### config.mk
export PLATFORM = sky130hd
export DESIGN_NAME = mrdust_edge_tx_flat
export DESIGN_NICKNAME = d
export VERILOG_FILES = /design/src/rtl/mrdust_edge_tx_if.sv /design/src/rtl/mrdust_edge_tx.sv /design/src/flat_wrapper.sv
export SDC_FILE = /design/constraint.sdc
export NUM_CORES = 1
export LEC_CHECK = 0
export CORE_MARGIN = 1.5
export CORE_UTILIZATION = 55
export CTS_BUF_LIST = sky130_fd_sc_hd__clkbuf_2
export DETAILED_ROUTE_END_ITERATION = 12
export GPL_TIMING_DRIVEN = 0
export MAX_ROUTING_LAYER = met4
export PLACE_DENSITY = 0.71
export SETUP_SLACK_MARGIN = 0.5
export SYNTH_ARGS = -nofsm -noshare
export SYNTH_HDL_FRONTEND = slang
export SYNTH_SLANG_ARGS = --single-unit
### constraint.sdc
create_clock -name CLK_IN -period 4.46 [get_ports CLK_IN]
set_input_delay 0.669 -clock CLK_IN [delete_from_list [all_inputs] [get_ports CLK_IN]]
set_output_delay 0.669 -clock CLK_IN [all_outputs]
set_load 0.05 [all_outputs]
### src/rtl/mrdust_edge_tx_if.sv
// mrdust_edge_tx_if: request/status bundle between a frame requester and the edge transmitter
interface mrdust_edge_tx_if;
   logic        start;
   logic [3:0]  meta;
   logic [15:0] scan_len;
   logic        abort;
   logic        DATA_OUT;
   logic        busy;
   logic        done;
   modport master (output start, meta, scan_len, abort, input DATA_OUT, busy, done);
   modport slave (input start, meta, scan_len, abort, output DATA_OUT, busy, done);
endinterface

### src/rtl/mrdust_edge_tx.sv
// mrdust_edge_tx: single-wire edge transmitter (3 sync, meta-start, 4 pulse-width bits, scan-start, scan edges)
module mrdust_edge_tx #(
   parameter int SYNC_GAP  = 1000,
   parameter int BIT_LONG  = 12,
   parameter int BIT_SHORT = 4,
   parameter int SCAN_GAP  = 100,
   parameter int SCAN_HALF = 50
) (
   input logic             CLK_IN,
   input logic             rst_n,
   mrdust_edge_tx_if.slave bus
);
   typedef enum logic [2:0] {IDLE, SYNC, BIT_A, BIT_B, SCAN_WAIT, SCAN, FINISH} state_t;
   localparam logic [15:0] SYNC_RL  = 16'(SYNC_GAP - 1);
   localparam logic [15:0] LONG_RL  = 16'(BIT_LONG - 1);
   localparam logic [15:0] SHORT_RL = 16'(BIT_SHORT - 1);
   localparam logic [15:0] GAP_RL   = 16'(SCAN_GAP - 1);
   localparam logic [15:0] HALF_RL  = 16'(SCAN_HALF - 1);
   state_t      r_state;
   logic [15:0] r_timer;
   logic [15:0] r_cnt;
   logic [15:0] r_scan_len;
   logic [3:0]  r_meta;
   logic [1:0]  r_bit;
   logic        r_data;
   logic        r_busy;
   logic        r_done;
   logic        w_fire;
   logic [1:0]  w_nbit;
   logic [15:0] w_a0_rl;
   logic [15:0] w_an_rl;
   logic [15:0] w_b_rl;
   assign w_fire  = r_timer == 16'd0;
   assign w_nbit  = r_bit + 2'd1;
   // a 1 bit is long-then-short, a 0 bit short-then-long
   assign w_a0_rl = r_meta[0] ? LONG_RL : SHORT_RL;
   assign w_an_rl = r_meta[w_nbit] ? LONG_RL : SHORT_RL;
   assign w_b_rl  = r_meta[r_bit] ? SHORT_RL : LONG_RL;
   assign bus.DATA_OUT = r_data;
   assign bus.busy     = r_busy;
   assign bus.done     = r_done;
   always_ff @(posedge CLK_IN) begin
      if (!rst_n) begin
         r_state    <= IDLE;
         r_timer    <= '0;
         r_cnt      <= '0;
         r_scan_len <= '0;
         r_meta     <= '0;
         r_bit      <= '0;
         r_data     <= 1'b0;
         r_busy     <= 1'b0;
         r_done     <= 1'b0;
      end else begin
         r_done <= 1'b0;
         if (r_busy && bus.abort) begin
            r_state <= IDLE;
            r_busy  <= 1'b0;
         end else begin
            r_timer <= w_fire ? r_timer : r_timer - 16'd1;
            case (r_state)
               IDLE: if (bus.start) begin
                  r_state    <= SYNC;
                  r_busy     <= 1'b1;
                  r_meta     <= bus.meta;
                  r_scan_len <= bus.scan_len;
                  r_timer    <= '0;
                  r_cnt      <= '0;
                  r_bit      <= '0;
               end
               // edges 0..2 are sync, edge 3 is the metadata start
               SYNC: if (w_fire) begin
                  r_data  <= ~r_data;
                  r_cnt   <= r_cnt + 16'd1;
                  r_state <= r_cnt == 16'd3 ? BIT_A : SYNC;
                  r_timer <= r_cnt == 16'd3 ? w_a0_rl : SYNC_RL;
               end
               BIT_A: if (w_fire) begin
                  r_data  <= ~r_data;
                  r_state <= BIT_B;
                  r_timer <= w_b_rl;
               end
               BIT_B: if (w_fire) begin
                  r_data  <= ~r_data;
                  r_bit   <= w_nbit;
                  r_state <= r_bit == 2'd3 ? SCAN_WAIT : BIT_A;
                  r_timer <= r_bit == 2'd3 ? GAP_RL : w_an_rl;
               end
               SCAN_WAIT: if (w_fire) begin
                  r_data  <= ~r_data;
                  r_cnt   <= '0;
                  r_timer <= HALF_RL;
                  r_state <= r_scan_len == 16'd0 ? FINISH : SCAN;
               end
               SCAN: if (w_fire) begin
                  r_data  <= ~r_data;
                  r_cnt   <= r_cnt + 16'd1;
                  r_timer <= HALF_RL;
                  r_state <= r_cnt + 16'd1 == r_scan_len ? FINISH : SCAN;
               end
               FINISH: begin
                  r_state <= IDLE;
                  r_busy  <= 1'b0;
                  r_done  <= 1'b1;
               end
               default: r_state <= IDLE;
            endcase
         end
      end
   end
endmodule

### src/flat_wrapper.sv
// flat-port wrapper written by rule: the top's interface ports become plain ports
module mrdust_edge_tx_flat 
#(
   parameter int SYNC_GAP  = 1000,
   parameter int BIT_LONG  = 12,
   parameter int BIT_SHORT = 4,
   parameter int SCAN_GAP  = 100,
   parameter int SCAN_HALF = 50
)
  (CLK_IN, rst_n, bus_start, bus_meta, bus_scan_len, bus_abort, bus_DATA_OUT, bus_busy, bus_done);
  mrdust_edge_tx_if bus_i ();
  input logic CLK_IN;
  input logic rst_n;
  input wire logic [$bits(bus_i.start)-1:0] bus_start;
  input wire logic [$bits(bus_i.meta)-1:0] bus_meta;
  input wire logic [$bits(bus_i.scan_len)-1:0] bus_scan_len;
  input wire logic [$bits(bus_i.abort)-1:0] bus_abort;
  output wire logic [$bits(bus_i.DATA_OUT)-1:0] bus_DATA_OUT;
  output wire logic [$bits(bus_i.busy)-1:0] bus_busy;
  output wire logic [$bits(bus_i.done)-1:0] bus_done;
  assign bus_i.start = bus_start;
  assign bus_i.meta = bus_meta;
  assign bus_i.scan_len = bus_scan_len;
  assign bus_i.abort = bus_abort;
  assign bus_DATA_OUT = bus_i.DATA_OUT;
  assign bus_busy = bus_i.busy;
  assign bus_done = bus_i.done;
  mrdust_edge_tx #(.SYNC_GAP(SYNC_GAP), .BIT_LONG(BIT_LONG), .BIT_SHORT(BIT_SHORT), .SCAN_GAP(SCAN_GAP), .SCAN_HALF(SCAN_HALF)) u_core (.CLK_IN(CLK_IN), .rst_n(rst_n), .bus(bus_i));
endmodule
==> results of run 1 <==
## per-layer routing
| layer | GRT usage | wire length (um) |
|---|---|---|
| met5 | - | 0 |
| met4 | 0.0984 | 174 |
| met3 | 0.0477 | 1060 |
| met2 | 0.455 | 4520 |
| met1 | 0.442 | 4910 |
## metrics by stage
stage	instance area [um2]	power, W
floorplan	3700	0.00164
global placement	4050	0.00192
detailed placement	4050	0.00194
CTS	4170	0.00229
global route	4170	0.00245
finish	4170	0.00231
## flip-flops by register name, indices dropped and copies added, names as in the netlist
register,cells
u_core.r_cnt,16
u_core.r_scan_len,16
u_core.r_timer,16
u_core.r_meta,4
u_core.r_state,3
u_core.r_bit,2
u_core.bus.DATA_OUT,1
u_core.bus.busy,1
u_core.bus.done,1
## cells by family after synthesis
group	synth area share
fa+ha+maj	0.0169
buf+inv	0.0463
mux	0.0230
xor+xnor	0.0733
compound gates	0.204
simple gates	0.313
flops	0.324
## worst reg2reg max path, delay by kind of cell, from the launching register on
| family | cells | cell delay, ns |
|---|---|---|
| AND/OR/NAND/NOR | 3 | 1.02 |
| AO/OA/AOI/OAI | 3 | 0.54 |
| buffers and inverters | 3 | 0.58 |
| flip-flops | 1 | 0.41 |
| adder cells (fa/ha/maj) | 1 | 0.16 |
## synthesized netlist by cell type, drive strengths merged (3+ instances only)
cell / number
o311ai: 3
a31oi: 5
o21ai: 25
and4: 3
nor4b: 4
clkbuf: 28
o22ai: 3
nor2: 37
nand2b: 6
and2: 4
nand4: 9
a21oi: 50
or3: 12
or3b: 3
xor2: 6
and3: 6
ha: 5
xnor2: 25
o211ai: 3
or4: 4
inv: 9
nand2: 73
o31ai: 5
nor3: 11
a211oi: 5
o21bai: 3
buf: 4
nand3: 25
dfxtp: 60
nor3b: 5
nor4: 17
mux2i: 4
## path summary, 6_finish.rpt
path	from	to	cells past startpoint	slack [ns]
worst max-delay path	u_core.r_timer[1]$_SDFFE_PN0N_	u_core.r_cnt[15]$_SDFFE_PN0P_	10	1.61
worst min-delay path	u_core.r_meta[2]$_SDFFE_PN0P_	u_core.r_meta[2]$_SDFFE_PN0P_	2	0.48
worst max register to register	u_core.r_timer[1]$_SDFFE_PN0N_	u_core.r_cnt[15]$_SDFFE_PN0P_	10	1.61
worst min register to register	u_core.r_meta[2]$_SDFFE_PN0P_	u_core.r_meta[2]$_SDFFE_PN0P_	2	0.48
## power breakdown
part | leakage (nW) | switching [W] | total, W | internal, W
clock | 0.0719 | 0.000219 | 0.000350 | 0.000131
combinational | 0.864 | 0.000775 | 0.00125 | 0.000474
sequential | 0.489 | 0.0000873 | 0.000708 | 0.000621
total | 1.42 | 0.00108 | 0.00231 | 0.00123
## cell type report
type | instances | area [um2]
clock inverters | 6 | 65.1
inverters | 9 | 33.8
clock buffers | 10 | 50.0
fillers | 599 | 2260
repair buffers | 25 | 250
flip-flops and latches | 60 | 1200
multi-input cells | 388 | 2330
plain buffers | 32 | 138
well taps | 77 | 96.3
==> results.ini, run 1 <==
[outcome]
status=completed

[drt]
post_drt_wl_per_cell_um=17.6
drtPass1Iterations=5
vias=3897
antenna_left=0
routed_wl_um=10700
drc=0
via_per_inst=6.42
drtIter0Drc=457

[cts]
clock_path_buffers=2
postCtsHoldBufs=0
clock-sinks=60
cts_setup_buffers=0
root_buffer=clkbuf_2
clock_latency_ns=0.51
tritoncts=done
clkTransAtPathRegs_ns=0.20
cts_made_buffers=9
cts-htree-levels=3
post_cts_resized=0

[placed_design]
gp_congestion=0.980
dp.final_hpwl_um=7860
dp_slack_ns=1.50
io_buffers=25
dp.cells=591

[setup_path]
cp.arrival_ns=3.22
worstPathMaxFanout=10
cp-end-kind=flop
path_class=flop to flop
critPathTopFamily=simple AND/OR/NAND/NOR gates
crit_buf_inv=3
cp.required_ns=4.84
max_stage_delay_ns=0.42
startpoint_type=flop
crit_chain=inv_1 > ha_1 > nor4b_1 > or3b_1 > buf_6 > nor3_1 > o21ai_1 > clkbuf_1 > o211ai_1 > o41ai_1
slowest_stage=or3b_1

[synth]
synth_top_area_share=0.324
ys_seq_elements=60
synth_area_um2=3700
ys_seq_area_frac=0.324
avgSynthCellArea_um2=7.58
synth_warnings=0
synth_area_leaders=dfxtp_1 (32%), nand2_1 (7.4%), a21oi_1 (6.8%)
synth_cell_types=59
syn_nets=518
syn_inst=489
synth_flop_cell=dfxtp_1
synth-async-reset-ratio=0
synth-edff-count=0
synth_area_leader_cell=dfxtp_1

[power]
p_per_area_nw_per_um2=554
total_leakage_power_nw=1.42
max-vdd-ir-drop_uv=440

[final_layout]
layout_common_cells=nand2_1 (73), dfxtp_1 (60), a21oi_1 (50), nor2_1 (36), clkbuf_1 (28)
syn2layout_area_growth_pct=12.5
final_cells=607
final_layout_size_suffix_gt1_frac=0.0566
diodes=0
mostFrequentLayoutCell=nand2_1
final_util=0.649
fin_nets=554

[timing]
hold_viol_final=0
worst_slew_margin_rel=0.512
holdWs_ns=0.484
clock.fmax_mhz=351
worst_slack_ns=1.61
setup_tns_ns=0
period_share=0.638
tightest_slew_ns=0.730
finClkSkew_ns=0.0499
setup_viol=0
drv_slew=0
finalCriticalPeriod_ns=2.85
rsz0062_at_grt=false

[die]
die_area_um2=7240
initial_core_util=0.577
num_io_pins=27
die_x_um=85.1
rows=29
core-area_um2=6420
die_y_um=85.1

[grt]
antenna_found_initial=0
grt_start_max_net_pins=12
overflow=0
grtUsageTotal=0.312
grt_pass1_wl_um=17300
grt_pass1_vias=3518

[flow_run]
maxCapViolations=0

[hold_path]
hold_path_class=flop to flop

(Power assumes the default switching activity.)
==> run 2, diff against run 1 <==
PLACE_DENSITY = 0.74   (was 0.71)
clock period = 2.5 ns   (was 4.46 ns; I/O delays follow)
==> run 2 against run 1 <==
The flow now finishes with violations (design-rule violations). Combinational power grew to 2.7 times the previous value. Sequential share of layout area is 2.9 points lower. Worst hold slack worse by 0.12 ns. Highest routed layer unchanged. First-iteration DRC count is 21% higher. Final cell count is 4.1% higher.
==> results.ini, run 2 (same netlist as run 1, synthesis figures left out) <==
[setup_path]
reg2reg_from=u_core.r_timer[12]$_SDFFE_PN0N_
path_class=flop to flop
cp.required_ns=2.93
reg2regPathDepth=8
worstPathMaxFanout=5
max_stage_delay_ns=0.53
crit_start=u_core.r_timer[12]$_SDFFE_PN0N_
cp-end-kind=flop
crit_chain=or4_4 > or3b_1 > buf_6 > nor2_8 > nand3_4 > buf_6 > or3b_4 > a21oi_2
r2r_end=u_core.r_cnt[2]$_SDFFE_PN0P_
cp.arrival_ns=2.80
startpoint_type=flop
cp_common_cell=buf_6
r2r_slack_ns=0.12
slowest_stage=or4_4

[die]
die_area_um2=7240
rows=29
initial_core_util=0.577
die_y_um=85.1
core-area_um2=6420
num_io_pins=27
die_x_um=85.1

[power]
power_w=0.00533
total_leakage_power_nw=1.70
p_per_area_nw_per_um2=1130
max-vdd-ir-drop_uv=804

[hold_path]
hold_path_class=input pin to flop
whs_path_depth=3
worstHoldStart=rst_n
holdPathEnd=u_core.r_bit[1]$_SDFFE_PN0P_

[final_layout]
fin_area_um2=4690
layout_common_cells=nand2_1 (73), dfxtp_1 (52), a21oi_1 (47), nor2_1 (35), xnor2_1 (25)
reg_top3=u_core.r_cnt x16, u_core.r_scan_len x16, u_core.r_timer x16
final_cells=632
diodes=0
final_layout_size_suffix_gt1_frac=0.196
syn2layout_area_growth_pct=26.7
fin_nets=579
mostFrequentLayoutCell=nand2_1

[drt]
routed_wl_um=11400
drtIter0Drc=553
post_drt_wl_per_cell_um=18.1
antenna_left=0
drc=2
vias=4049
via_per_inst=6.41
drtPass1Iterations=11

[timing]
period_share=0.951
setup_viol=0
finClkSkew_ns=0.0196
hold_viol_final=0
finalCriticalPeriod_ns=2.38
clock.fmax_mhz=421
rsz0062_at_grt=true
worst_slew_margin_rel=0.525
tightest_slew_ns=0.710
holdWs_ns=0.363
drv_slew=0
worst_slack_ns=0.123

[cts]
clock_latency_ns=0.49
clock-sinks=60
tritoncts=done
cts-htree-levels=3
root_buffer=clkbuf_2
cts_made_buffers=9
clkTransAtPathRegs_ns=0.20
clock_path_buffers=2

[grt]
antenna_found_initial=0
grt_pass1_vias=3558
overflow=0
grt_start_max_net_pins=12
grt_pass1_wl_um=18300
grtUsageTotal=0.328

[placed_design]
io_buffers=25
gp_congestion=0.956
place_area_um2=4070
dp_slack_ns=-0.0857
dp.final_hpwl_um=7670
dp.cells=591

[outcome]
violations=design-rule violations
status=finished, violations left

[flow_run]
maxCapViolations=0

==> run 2: routing by layer <==
layer	share of wire	vias to the layer above	global-route usage
met5	0	-	-
met4	0.020	0	0.0864
met3	0.096	27	0.0496
met2	0.45	227	0.489
met1	0.43	1896	0.463
li1	-	1899	-
==> run 2: worst max-delay path by stage <==
stage	end	slack [ns]	cells past startpoint
3_5_place_dp	u_core.r_cnt[15]$_SDFFE_PN0P_	-0.09	10
6_report	u_core.r_cnt[2]$_SDFFE_PN0P_	0.12	8
4_1_cts	u_core.r_cnt[2]$_SDFFE_PN0P_	0.15	8
5_1_grt	u_core.r_cnt[2]$_SDFFE_PN0P_	0.05	8
3_3_place_gp	u_core.r_cnt[15]$_SDFFE_PN0P_	-0.06	10
2_1_floorplan	u_core.r_cnt[2]$_SDFFE_PN0P_	0.24	8
==> run 2: report_power, final <==
| group | internal, W | leakage [nW] | switching (W) |
|---|---|---|---|
| Sequential | 0.00112 | 0.493 | 0.000190 |
| Combinational | 0.00157 | 1.14 | 0.00182 |
| Clock | 0.000225 | 0.0653 | 0.000397 |
==> run 2: critical path, delay by kind of cell, from the launching register on <==
kind,cells,cell delay [ns]
AO/OA/AOI/OAI,1,0.11
AND/OR/NAND/NOR,5,1.51
flip-flops,1,0.36
buffers and inverters,2,0.32
==> run 2: final cells by class <==
cell class / count / area, um2
Multi-Input combinational cell: 388 / 2610
Tap cell: 77 / 96.3
Clock buffer: 9 / 45.0
Sequential cell: 60 / 1220
Timing Repair Buffer: 50 / 450
Buffer: 32 / 176
Clock inverter: 7 / 67.6
Inverter: 9 / 36.3
Fill cell: 506 / 1730
==> run 2: metrics by stage <==
stage / TNS (ns) / utilization
floorplan: 0 / -
global placement: -0.222 / 0.634
detailed placement: -0.535 / 0.634
CTS: 0 / 0.706
global route: 0 / 0.731
finish: 0 / 0.731
==> run 2: timing repair <==
| action | CTS | global route |
|---|---|---|
| pin swaps | 30 | 4 |
| gates resized for setup | 54 | 35 |
| buffers inserted | 19 | 5 |
| setup endpoints to repair | 39 | 59 |
| cloned | 1 | 0 |
| hold buffers | 0 | 0 |
==> run 3, diff against run 2 <==
CORE_ASPECT_RATIO = 0.9   (was unset)
PLACE_DENSITY = 0.71   (was 0.74)
clock period = 2.8 ns   (was 2.5 ns; I/O delays follow)
==> run 3 against run 2 <==
Final cell count grew 0.95%. Clock power about the same. First-iteration DRC count fell by 7.8%. The flow now finishes without violations. Clock skew is 0.0091 ns higher. Combinational power shrank 19%. Fmax shrank 1.4%. Worst hold slack got worse by 0.014 ns. Global-route usage shrank 0.53 points. Via count shrank 1.8%. Highest routed layer unchanged.
==> results.ini, run 3 (same netlist as run 1, synthesis figures left out) <==
[outcome]
status=completed

[placed_design]
gp_congestion=0.999
io_buffers=25
dp.cells=604
dp.final_hpwl_um=7440

[drt]
vias=3977
antenna_left=0
drc=0
drtIter0Drc=510
post_drt_wl_per_cell_um=17.0
via_per_inst=6.23
drtPass1Iterations=5
routed_wl_um=10900

[power]
p_sw_w=0.00197
pwr-share-seq=0.254
cell_internal_pwr_w=0.00254
clockPowerShare=0.137
switching_share=0.436
comb_power_share=0.608
p_per_area_nw_per_um2=984
total_leakage_power_nw=1.62
max-vdd-ir-drop_uv=958

[grt]
grtUsageTotal=0.322
grt_pass1_wl_um=17100
overflow=0
antenna_found_initial=0
grt_start_max_net_pins=11
grt_pass1_vias=3494

[die]
core-area_um2=6550
rows=28
die_x_um=89.5
die_y_um=80.9
initial_core_util=0.566
num_io_pins=27
die_area_um2=7240

[setup_path]
r2r_slack_ns=0.39
r2r_end=u_core.r_cnt[10]$_SDFFE_PN0P_
cp.arrival_ns=2.85
reg2reg_from=u_core.r_timer[10]$_SDFFE_PN0N_
cp.required_ns=3.23
startpoint_type=flop
cp-end-kind=flop
reg2regPathDepth=8
worstPathMaxFanout=5
path_class=flop to flop

[final_layout]
layout_common_cells=nand2_1 (73), dfxtp_1 (54), a21oi_1 (44), nor2_1 (35)
fin_nets=573
nFillCells=559
final_cells=638
final_layout_size_suffix_gt1_frac=0.164
mostFrequentLayoutCell=nand2_1
diodes=0
syn2layout_area_growth_pct=23.8
reg_top3=u_core.r_cnt x16, u_core.r_scan_len x16, u_core.r_timer x16

[timing]
finalCriticalPeriod_ns=2.41
period_share=0.861
tightest_slew_ns=0.706
drv_slew=0
hold_viol_final=0
rsz0062_at_grt=true
finClkSkew_ns=0.0288
worst_slew_margin_rel=0.529
clock.fmax_mhz=415
setup_tns_ns=0
setup_viol=0

[cts]
cts-htree-levels=3
clock-sinks=60
clock_path_buffers=2
tritoncts=done
clock_latency_ns=0.52
root_buffer=clkbuf_2
postCtsHoldBufs=0
cts_made_buffers=9
clkTransAtPathRegs_ns=0.19

[hold_path]
holdPathEnd=u_core.r_bit[1]$_SDFFE_PN0P_
worstHoldStart=rst_n
whs_path_depth=3
hold_path_class=input pin to flop

[flow_run]
maxCapViolations=0

==> run 3: cell count changes in the layout (fill, tap and decap cells not counted), sizes merged <==
cell	before	now
dlymetal6s2s	1	0
bufinv	1	2
clkbuf	35	34
clkdlybuf4s50	22	25
buf	31	26
clkinvlp	2	1
dlygate4sd2	2	0
clkinv	4	3
==> run 3: per-layer routing <==
metal,track usage,up-vias,routed length [um]
li1,-,1885,-
met1,0.448,1827,4860
met2,0.434,234,4540
met3,0.0915,31,1250
met4,0.134,0,212
met5,-,-,0
==> run 3: worst max path at each step <==
stage                                                from                            end  slack [ns]  depth (start not counted)
final                     u_core.r_timer[10]$_SDFFE_PN0N_  u_core.r_cnt[10]$_SDFFE_PN0P_        0.39                          8
after global routing      u_core.r_timer[10]$_SDFFE_PN0N_  u_core.r_cnt[10]$_SDFFE_PN0P_        0.34                          8
after CTS                 u_core.r_timer[10]$_SDFFE_PN0N_   u_core.r_cnt[2]$_SDFFE_PN0P_        0.37                          8
after detailed placement   u_core.r_timer[1]$_SDFFE_PN0N_  u_core.r_cnt[15]$_SDFFE_PN0P_        0.03                         10
after global placement     u_core.r_timer[1]$_SDFFE_PN0N_  u_core.r_cnt[15]$_SDFFE_PN0P_        0.04                         10
after floorplan            u_core.r_timer[1]$_SDFFE_PN0N_  u_core.r_cnt[15]$_SDFFE_PN0P_        0.53                         10
==> run 3: layout make-up <==
cell class	instances	area, um2	area share
Multi-Input combinational cell	388	2530	0.551
Sequential cell	60	1210	0.265
Timing Repair Buffer	44	413	0.0900
Buffer	32	163	0.0355
Tap cell	90	113	0.0245
Clock inverter	6	80.1	0.0175
Clock buffer	9	45.0	0.00982
Inverter	9	33.8	0.00736
==> run 3: repair_timing <==
| action | CTS | global route |
|---|---|---|
| endpoints found under the setup margin | 34 | 35 |
| resized for setup | 40 | 32 |
| gates cloned | 1 | 0 |
| buffers inserted | 10 | 8 |
| pin swaps | 15 | 13 |
==> run 3: power by group through the flow <==
stage	Sequential (W)	Combinational (W)	Clock (W)
finish	0.00115	0.00274	0.000620
global route	0.00116	0.00290	0.000665
CTS	0.00114	0.00236	0.000628
detailed placement	0.00115	0.00192	0
global placement	0.00114	0.00191	0
floorplan	0.00113	0.00148	0
==> run 3: critical path: stages (launching register included) <==
cell     delay [ns]
dfxtp_4        0.38
or4_4          0.53
or3b_4         0.39
buf_8          0.15
nor2_8         0.12
nand3_4        0.12
buf_6          0.18
or3b_1         0.36
a21oi_2        0.11
==> run 3: through the flow <==
stage	setup WS, ns	cell area (um2)	hold WS, ns	total power [W]	utilization
2_1_floorplan	0.530	3700	0.443	0.00261	-
3_3_place_gp	0.0423	4070	0.457	0.00305	0.621
3_5_place_dp	0.0266	4070	0.466	0.00307	0.621
4_1_cts	0.374	4440	0.302	0.00413	0.678
5_1_grt	0.337	4590	0.324	0.00473	0.700
6_report	0.388	4590	0.348	0.00451	0.700
